$ cat src/rtl/riscv_defines.sv
// Shared definitions for the interrupt/event unit: FSM states, register map
// addresses and small helpers.
package riscv_defines;

    typedef enum logic [1:0] {
        ST_IDLE  = 2'd0,
        ST_REQ   = 2'd1,
        ST_ACKED = 2'd2
    } irq_state_e;

    localparam logic [1:0] ADDR_MASK    = 2'd0;
    localparam logic [1:0] ADDR_PENDING = 2'd1;
    localparam logic [1:0] ADDR_CLEAR   = 2'd2;
    localparam logic [1:0] ADDR_SECURE  = 2'd3;

    // One-hot vector selecting a single event line.
    function automatic logic [31:0] id_onehot(input logic [4:0] id);
        id_onehot = 32'd1 << id;
    endfunction

endpackage

$ cat src/rtl/riscv_irq_prio_enc.sv
// Priority encoder: reports the highest set bit of vec and whether any bit is set.
module riscv_irq_prio_enc #(
    parameter int unsigned WIDTH = 32,
    parameter int unsigned IDX_W = 5
) (
    input  logic [WIDTH-1:0] vec,
    output logic [IDX_W-1:0] idx,
    output logic             valid
);

    logic [IDX_W-1:0] idx_s;

    // Ascending scan so the last (highest) set bit overwrites lower ones.
    always_comb begin
        idx_s = '0;
        for (int i = 0; i < int'(WIDTH); i++) begin
            idx_s = vec[i] ? IDX_W'(i) : idx_s;
        end
    end

    assign idx   = idx_s;
    assign valid = |vec;

endmodule

$ cat src/rtl/riscv_irq_event_unit.sv
// Event/interrupt unit: edge-detects event lines into a pending register and
// presents the highest masked pending line to the core, one request at a time.
module riscv_irq_event_unit
    import riscv_defines::*;
#(
    parameter int unsigned NUM_LINES = 32,
    parameter int unsigned ID_W      = 5
) (
    input  logic                 clk,
    input  logic                 rst_n,
    input  logic [NUM_LINES-1:0] event_i,
    input  logic                 cfg_we_i,
    input  logic [1:0]           cfg_addr_i,
    input  logic [31:0]          cfg_wdata_i,
    output logic [31:0]          cfg_rdata_o,
    output logic                 irq_o,
    output logic [ID_W-1:0]      irq_id_o,
    output logic                 irq_sec_o,
    input  logic                 irq_ack_i,
    input  logic [ID_W-1:0]      irq_ack_id_i,
    output logic                 ack_err_o
);

    logic [NUM_LINES-1:0] mask_r;
    logic [NUM_LINES-1:0] pending_r;
    logic [NUM_LINES-1:0] secure_r;
    logic [NUM_LINES-1:0] event_q_r;
    irq_state_e           state_r;
    logic [ID_W-1:0]      id_r;
    logic                 sec_r;
    logic                 irq_r;
    logic                 irq_sec_r;
    logic                 ack_err_r;

    irq_state_e           state_s;
    logic [ID_W-1:0]      id_s;
    logic                 sec_s;
    logic [NUM_LINES-1:0] active_s;
    logic [NUM_LINES-1:0] set_s;
    logic [NUM_LINES-1:0] clr_s;
    logic [NUM_LINES-1:0] pending_s;
    logic [ID_W-1:0]      cand_id_s;
    logic                 cand_valid_s;
    logic                 wr_mask_s;
    logic                 wr_pending_s;
    logic                 wr_clear_s;
    logic                 wr_secure_s;
    logic                 ack_hit_s;
    logic                 ack_miss_s;

    assign active_s = pending_r & mask_r;

    riscv_irq_prio_enc #(
        .WIDTH (NUM_LINES),
        .IDX_W (ID_W)
    ) u_prio_enc (
        .vec   (active_s),
        .idx   (cand_id_s),
        .valid (cand_valid_s)
    );

    // Configuration write decode.
    always_comb begin
        wr_mask_s    = 1'b0;
        wr_pending_s = 1'b0;
        wr_clear_s   = 1'b0;
        wr_secure_s  = 1'b0;
        if (cfg_we_i) begin
            case (cfg_addr_i)
                ADDR_MASK:    wr_mask_s    = 1'b1;
                ADDR_PENDING: wr_pending_s = 1'b1;
                ADDR_CLEAR:   wr_clear_s   = 1'b1;
                ADDR_SECURE:  wr_secure_s  = 1'b1;
                default:      wr_mask_s    = 1'b0;
            endcase
        end else begin
            wr_mask_s = 1'b0;
        end
    end

    assign ack_hit_s  = (state_r == ST_REQ) && irq_ack_i && (irq_ack_id_i == id_r);
    assign ack_miss_s = (state_r == ST_REQ) && irq_ack_i && (irq_ack_id_i != id_r);

    // Pending next value: clear sources first, set sources OR-ed last so set wins.
    always_comb begin
        set_s     = (event_i & ~event_q_r)
                  | (wr_pending_s ? cfg_wdata_i : {NUM_LINES{1'b0}});
        clr_s     = (wr_clear_s ? cfg_wdata_i : {NUM_LINES{1'b0}})
                  | (ack_hit_s ? id_onehot(id_r) : {NUM_LINES{1'b0}});
        pending_s = (pending_r & ~clr_s) | set_s;
    end

    // Request FSM next state; id/secure attribute are latched only on leaving IDLE.
    always_comb begin
        state_s = state_r;
        id_s    = id_r;
        sec_s   = sec_r;
        case (state_r)
            ST_IDLE: begin
                if (cand_valid_s) begin
                    state_s = ST_REQ;
                    id_s    = cand_id_s;
                    sec_s   = secure_r[cand_id_s];
                end else begin
                    state_s = ST_IDLE;
                end
            end
            ST_REQ: begin
                if (ack_hit_s) begin
                    state_s = ST_ACKED;
                end else if (ack_miss_s) begin
                    state_s = ST_REQ;
                end else if (!pending_r[id_r] || !mask_r[id_r]) begin
                    state_s = ST_IDLE;
                end else begin
                    state_s = ST_REQ;
                end
            end
            ST_ACKED: state_s = ST_IDLE;
            default:  state_s = ST_IDLE;
        endcase
    end

    // State, configuration and output registers.
    always_ff @(posedge clk or negedge rst_n) begin
        if (!rst_n) begin
            mask_r    <= {NUM_LINES{1'b0}};
            pending_r <= {NUM_LINES{1'b0}};
            secure_r  <= {NUM_LINES{1'b0}};
            event_q_r <= {NUM_LINES{1'b0}};
            state_r   <= ST_IDLE;
            id_r      <= {ID_W{1'b0}};
            sec_r     <= 1'b0;
            irq_r     <= 1'b0;
            irq_sec_r <= 1'b0;
            ack_err_r <= 1'b0;
        end else begin
            mask_r    <= wr_mask_s ? cfg_wdata_i : mask_r;
            secure_r  <= wr_secure_s ? cfg_wdata_i : secure_r;
            pending_r <= pending_s;
            event_q_r <= event_i;
            state_r   <= state_s;
            id_r      <= id_s;
            sec_r     <= sec_s;
            irq_r     <= (state_s == ST_REQ);
            irq_sec_r <= (state_s == ST_REQ) && sec_s;
            ack_err_r <= ack_miss_s;
        end
    end

    // Register readback; CLEAR is write-only and reads as zero.
    always_comb begin
        cfg_rdata_o = 32'd0;
        case (cfg_addr_i)
            ADDR_MASK:    cfg_rdata_o = mask_r;
            ADDR_PENDING: cfg_rdata_o = pending_r;
            ADDR_CLEAR:   cfg_rdata_o = 32'd0;
            ADDR_SECURE:  cfg_rdata_o = secure_r;
            default:      cfg_rdata_o = 32'd0;
        endcase
    end

    assign irq_o     = irq_r;
    assign irq_id_o  = id_r;
    assign irq_sec_o = irq_sec_r;
    assign ack_err_o = ack_err_r;

endmodule

$ cat config.mk
export PLATFORM = sky130hd
export DESIGN_NAME = riscv_irq_event_unit
export DESIGN_NICKNAME = d
export VERILOG_FILES = /design/src/rtl/riscv_defines.sv /design/src/rtl/riscv_irq_prio_enc.sv /design/src/rtl/riscv_irq_event_unit.sv
export SDC_FILE = /design/constraint.sdc
export NUM_CORES = 1
export LEC_CHECK = 0
export CAP_MARGIN = 0
export CORE_ASPECT_RATIO = 0.8
export CORE_UTILIZATION = 40
export CTS_CLUSTER_SIZE = 24
export DETAILED_ROUTE_END_ITERATION = 16
export SETUP_SLACK_MARGIN = 0.15
export SKIP_LAST_GASP = 1
export SYNTH_ARGS = -nofsm -noshare
export SYNTH_HDL_FRONTEND = slang
export SYNTH_SLANG_ARGS = --single-unit
$ cat constraint.sdc
create_clock -name clk -period 2.9 [get_ports clk]
set_clock_uncertainty 0.1 [all_clocks]
set_input_delay 0.58 -clock clk [delete_from_list [all_inputs] [get_ports clk]]
set_output_delay 0.58 -clock clk [all_outputs]
set_load 0.02 [all_outputs]
==> out/summary.txt <==
Yosys top cell by area - dfrtp_1
Seq cells post-synth - 139
Pre-Repair DR Iteration Count - 12
First-pass GRT wire length - 37,580 um
Failing checks - DRC, hold timing
Area fraction of the dominant cell type after synthesis - 47.81%
Nets - 988
Grt met3 use - 5.155%
CP most frequent cell - buf_4
Initial antenna violation count - 0
Largest net degree at the start of global routing - 52
Hold WS - -2.383 ps
Crit path kind - reg2reg
CP max-delay cell - or4_1
Clock power share - 33.0%
Final hold vios - 2
Ys Warns - 0
Internal power - 0.005150 W
Hold Buf Count CTS - 0
Total GRT Usage - 26.65%
Drt via density - 5.698
Detailed placer's ending HPWL - 17,140 um
Unrepaired setup endpoints after global routing - yes
Critical Path RT - 3090 ps
Met1 Track Usage GR - 38.68%
Area of the multi-input gates - 3600 um^2
# setup viols final - 0
Final WS setup - 26.51 ps
Final instance count without filler cells - 1,151
Slew HR - 46.87%
Synth Area per Inst - 10.29 um^2
Sequential area share after synthesis - 47.81%
Min-delay worst type - in2async
Site Rows - 43
Net Sw Frac - 32.78%
Synth cell count leaders - dfrtp_1, nand2_1, mux2_2, mux2i_1, o21ai_0
Synth Instances - 707
Final period utilization - 99.09%
Post-Syn Area - 7276 um^2
Unique masters post-synth - 50
Core Region - 17,540 um^2
Crit path cell chain - and2_1 > o211ai_1 > a21oi_2 > o311ai_2 > buf_4 > nand2_2 > buf_4 > mux2i_1 > nand3_1 > and4_4 > or4_1
Root buffer cell - clkbuf_16
Total power of the final layout - 0.007661 W
Most used DFF post-synth - dfrtp_1
EDFF count, synth - 0
Starting Density - 41.48%
DR vias - 6,558
Share of cells above drive strength 1 - 26.35%
Chip Width - 152.8 um
Number of H-tree levels - 4
Count leader, synth - dfrtp_1
Vias in the first global route - 6,560
Ports - 115
Logic pwr share - 33.7%
Sum of buffers and inverters on the critical path - 2
DR iter-0 viols - 506
DIE AREA - 18,740 um^2
Routed wire per std cell - 20.69 um
Fin crit period - 2873 ps
Actual slew at the worst max-slew pin - 794.0 ps
Max Clock Freq - 0.3480 GHz
CP Depth - 11
Drt total wl - 23,810 um
Worst slack, placed - -135.5 ps
Cells after DPL - 1,116
Final slew viol count - 0
Worst reg2reg path depth - 11
# DRC - 9
CTS Buf Count - 17
Max FO, Critical Path - 4
Synthesis-to-layout area growth - 40.64%
Sequential Power Share - 33.3%
Crit path largest cell delay - 490 ps
Clock slew at reported path FFs - 60 ps
# fillers - 1,474
PortBufs - 114
FFs w/ async S/R, synth - 100.0%
Net Count, Synth - 782
Met2 GRT Util - 40.42%
Top cells by area, synth - dfrtp_1, mux2_2, nand2_1, mux2i_1, a221o_1
Startpoint types - flip-flop
Status - finished with violations
Clk_lat worst skew - 420 ps
GPL Wtd Cong - 0.8859
Peak supply drop - 533.2 uV
Net Switching - 0.002511 W
Clock Path Buffers - 2
Max-cap check violation count - 0
Ant. Diodes - 0
Crit. End Element - flip-flop
Final ANT Viol Nets - 0
CTS Sinks - 139
TritonCTS clock tree - built
Delay-heaviest family, CP - simple AND/OR/NAND/NOR gates
Power per Cell Area - 748.7 nW/um^2
Pleak - 4.600 nW
Register area - 3478 um^2
Die Ht - 122.6 um
Most Crowded Layer GR - met2
Grt ovf - 0
Arr. time, crit path - 3060 ps
## layout make-up
class | count | area share (%)
Inverter | 33 | 1.211
Sequential cell | 139 | 33.99
Timing Repair Buffer | 225 | 20.21
Tap cell | 225 | 2.751
Clock inverter | 13 | 2.323
Clock buffer | 19 | 4.329
Multi-Input combinational cell | 497 | 35.18
## power groups by stage
| stage | logic, W | registers, W | clock network, W |
|---|---|---|---|
| 6_report | 0.00258 | 0.00255 | 0.00253 |
| 5_1_grt | 0.00276 | 0.00259 | 0.00265 |
| 4_1_cts | 0.00255 | 0.00254 | 0.00258 |
| 2_1_floorplan | 0.00135 | 0.00252 | 0 |
| 3_5_place_dp | 0.00251 | 0.00257 | 0 |
| 3_3_place_gp | 0.00247 | 0.00256 | 0 |
## state kept, by name (all words and copies together) (netlist names), 2 cells and up
| register | cells |
|---|---|
| event_q_r | 32 |
| irq_id_o | 5 |
| mask_r | 32 |
| pending_r | 32 |
| secure_r | 32 |
| state_r | 2 |
## per-layer routing
| metal | wire [um] | vias up | share of wire (%) |
|---|---|---|---|
| met3 | 1683 | 24 | 7.1 |
| li1 | - | 2988 | - |
| met2 | 10470 | 253 | 44 |
| met1 | 11330 | 3293 | 48 |
| met5 | 0 | - | 0 |
| met4 | 326 | 0 | 1.4 |
## kinds of logic after synthesis
| family | count (synthesis) | share of synthesized area [%] |
|---|---|---|
| AND/OR/NAND/NOR | 201 | 12.52 |
| AO/OA/AOI/OAI | 170 | 16.51 |
| flip-flops | 139 | 47.81 |
| multiplexers | 121 | 18.69 |
| buffers and inverters | 71 | 3.869 |
| XOR/XNOR | 5 | 0.6020 |
## placed cells by master (no fill, tap or decap), types with 3 or more instances in the layout
| cell type | count |
|---|---|
| o211ai_1 | 9 |
| a21oi_2 | 4 |
| nand2_2 | 4 |
| a221o_1 | 33 |
| clkbuf_16 | 17 |
| a22o_1 | 11 |
| clkinvlp_4 | 3 |
| and3b_1 | 4 |
| inv_6 | 3 |
| a31oi_1 | 3 |
| nand2_1 | 132 |
| mux2_2 | 68 |
| nor3_1 | 4 |
| a32o_1 | 4 |
| buf_6 | 4 |
| xor2_1 | 3 |
| nor2_1 | 14 |
| nand2b_1 | 3 |
| inv_1 | 33 |
| buf_4 | 98 |
| bufinv_16 | 6 |
| and2_1 | 4 |
| a21oi_1 | 38 |
| a22oi_1 | 11 |
| dfrtp_1 | 139 |
| nand3b_1 | 3 |
| clkdlybuf4s50_1 | 80 |
| mux2i_1 | 44 |
| buf_12 | 10 |
| o21ai_0 | 43 |
| mux4_2 | 5 |
| dlygate4sd2_1 | 31 |
| nand3_1 | 18 |
## final timing paths
path,from,endpoint,slack (ps)
min in group clk,secure_r[28],secure_r[28],440
max in group asynchronous,rst_n,pending_r[19],1910
worst max register to register,mask_r[2],sec_r,30
worst min register to register,secure_r[28],secure_r[28],440
worst min-delay path,rst_n,mask_r[26],-2
worst max-delay path,mask_r[2],sec_r,30
## per-stage QoR
step,utilization [%],hold slack [ps],TNS (ps),instance area [um^2]
6_report,58.34,-2.383,0,10230
3_3_place_gp,54.04,414.2,-448.3,9478
4_1_cts,58.20,2.575,0,10210
3_5_place_dp,54.04,424.2,-704.5,9478
2_1_floorplan,-,184.4,0,7276
5_1_grt,58.34,23.06,-58.02,10230
## timing repair
action	in CTS	in global routing
resized for setup	46	7
cloned	0	0
pin swaps	6	4
setup buffers	3	0
endpoints found under the setup margin	34	3
No activity file was read; power rests on OpenSTA's default activity.
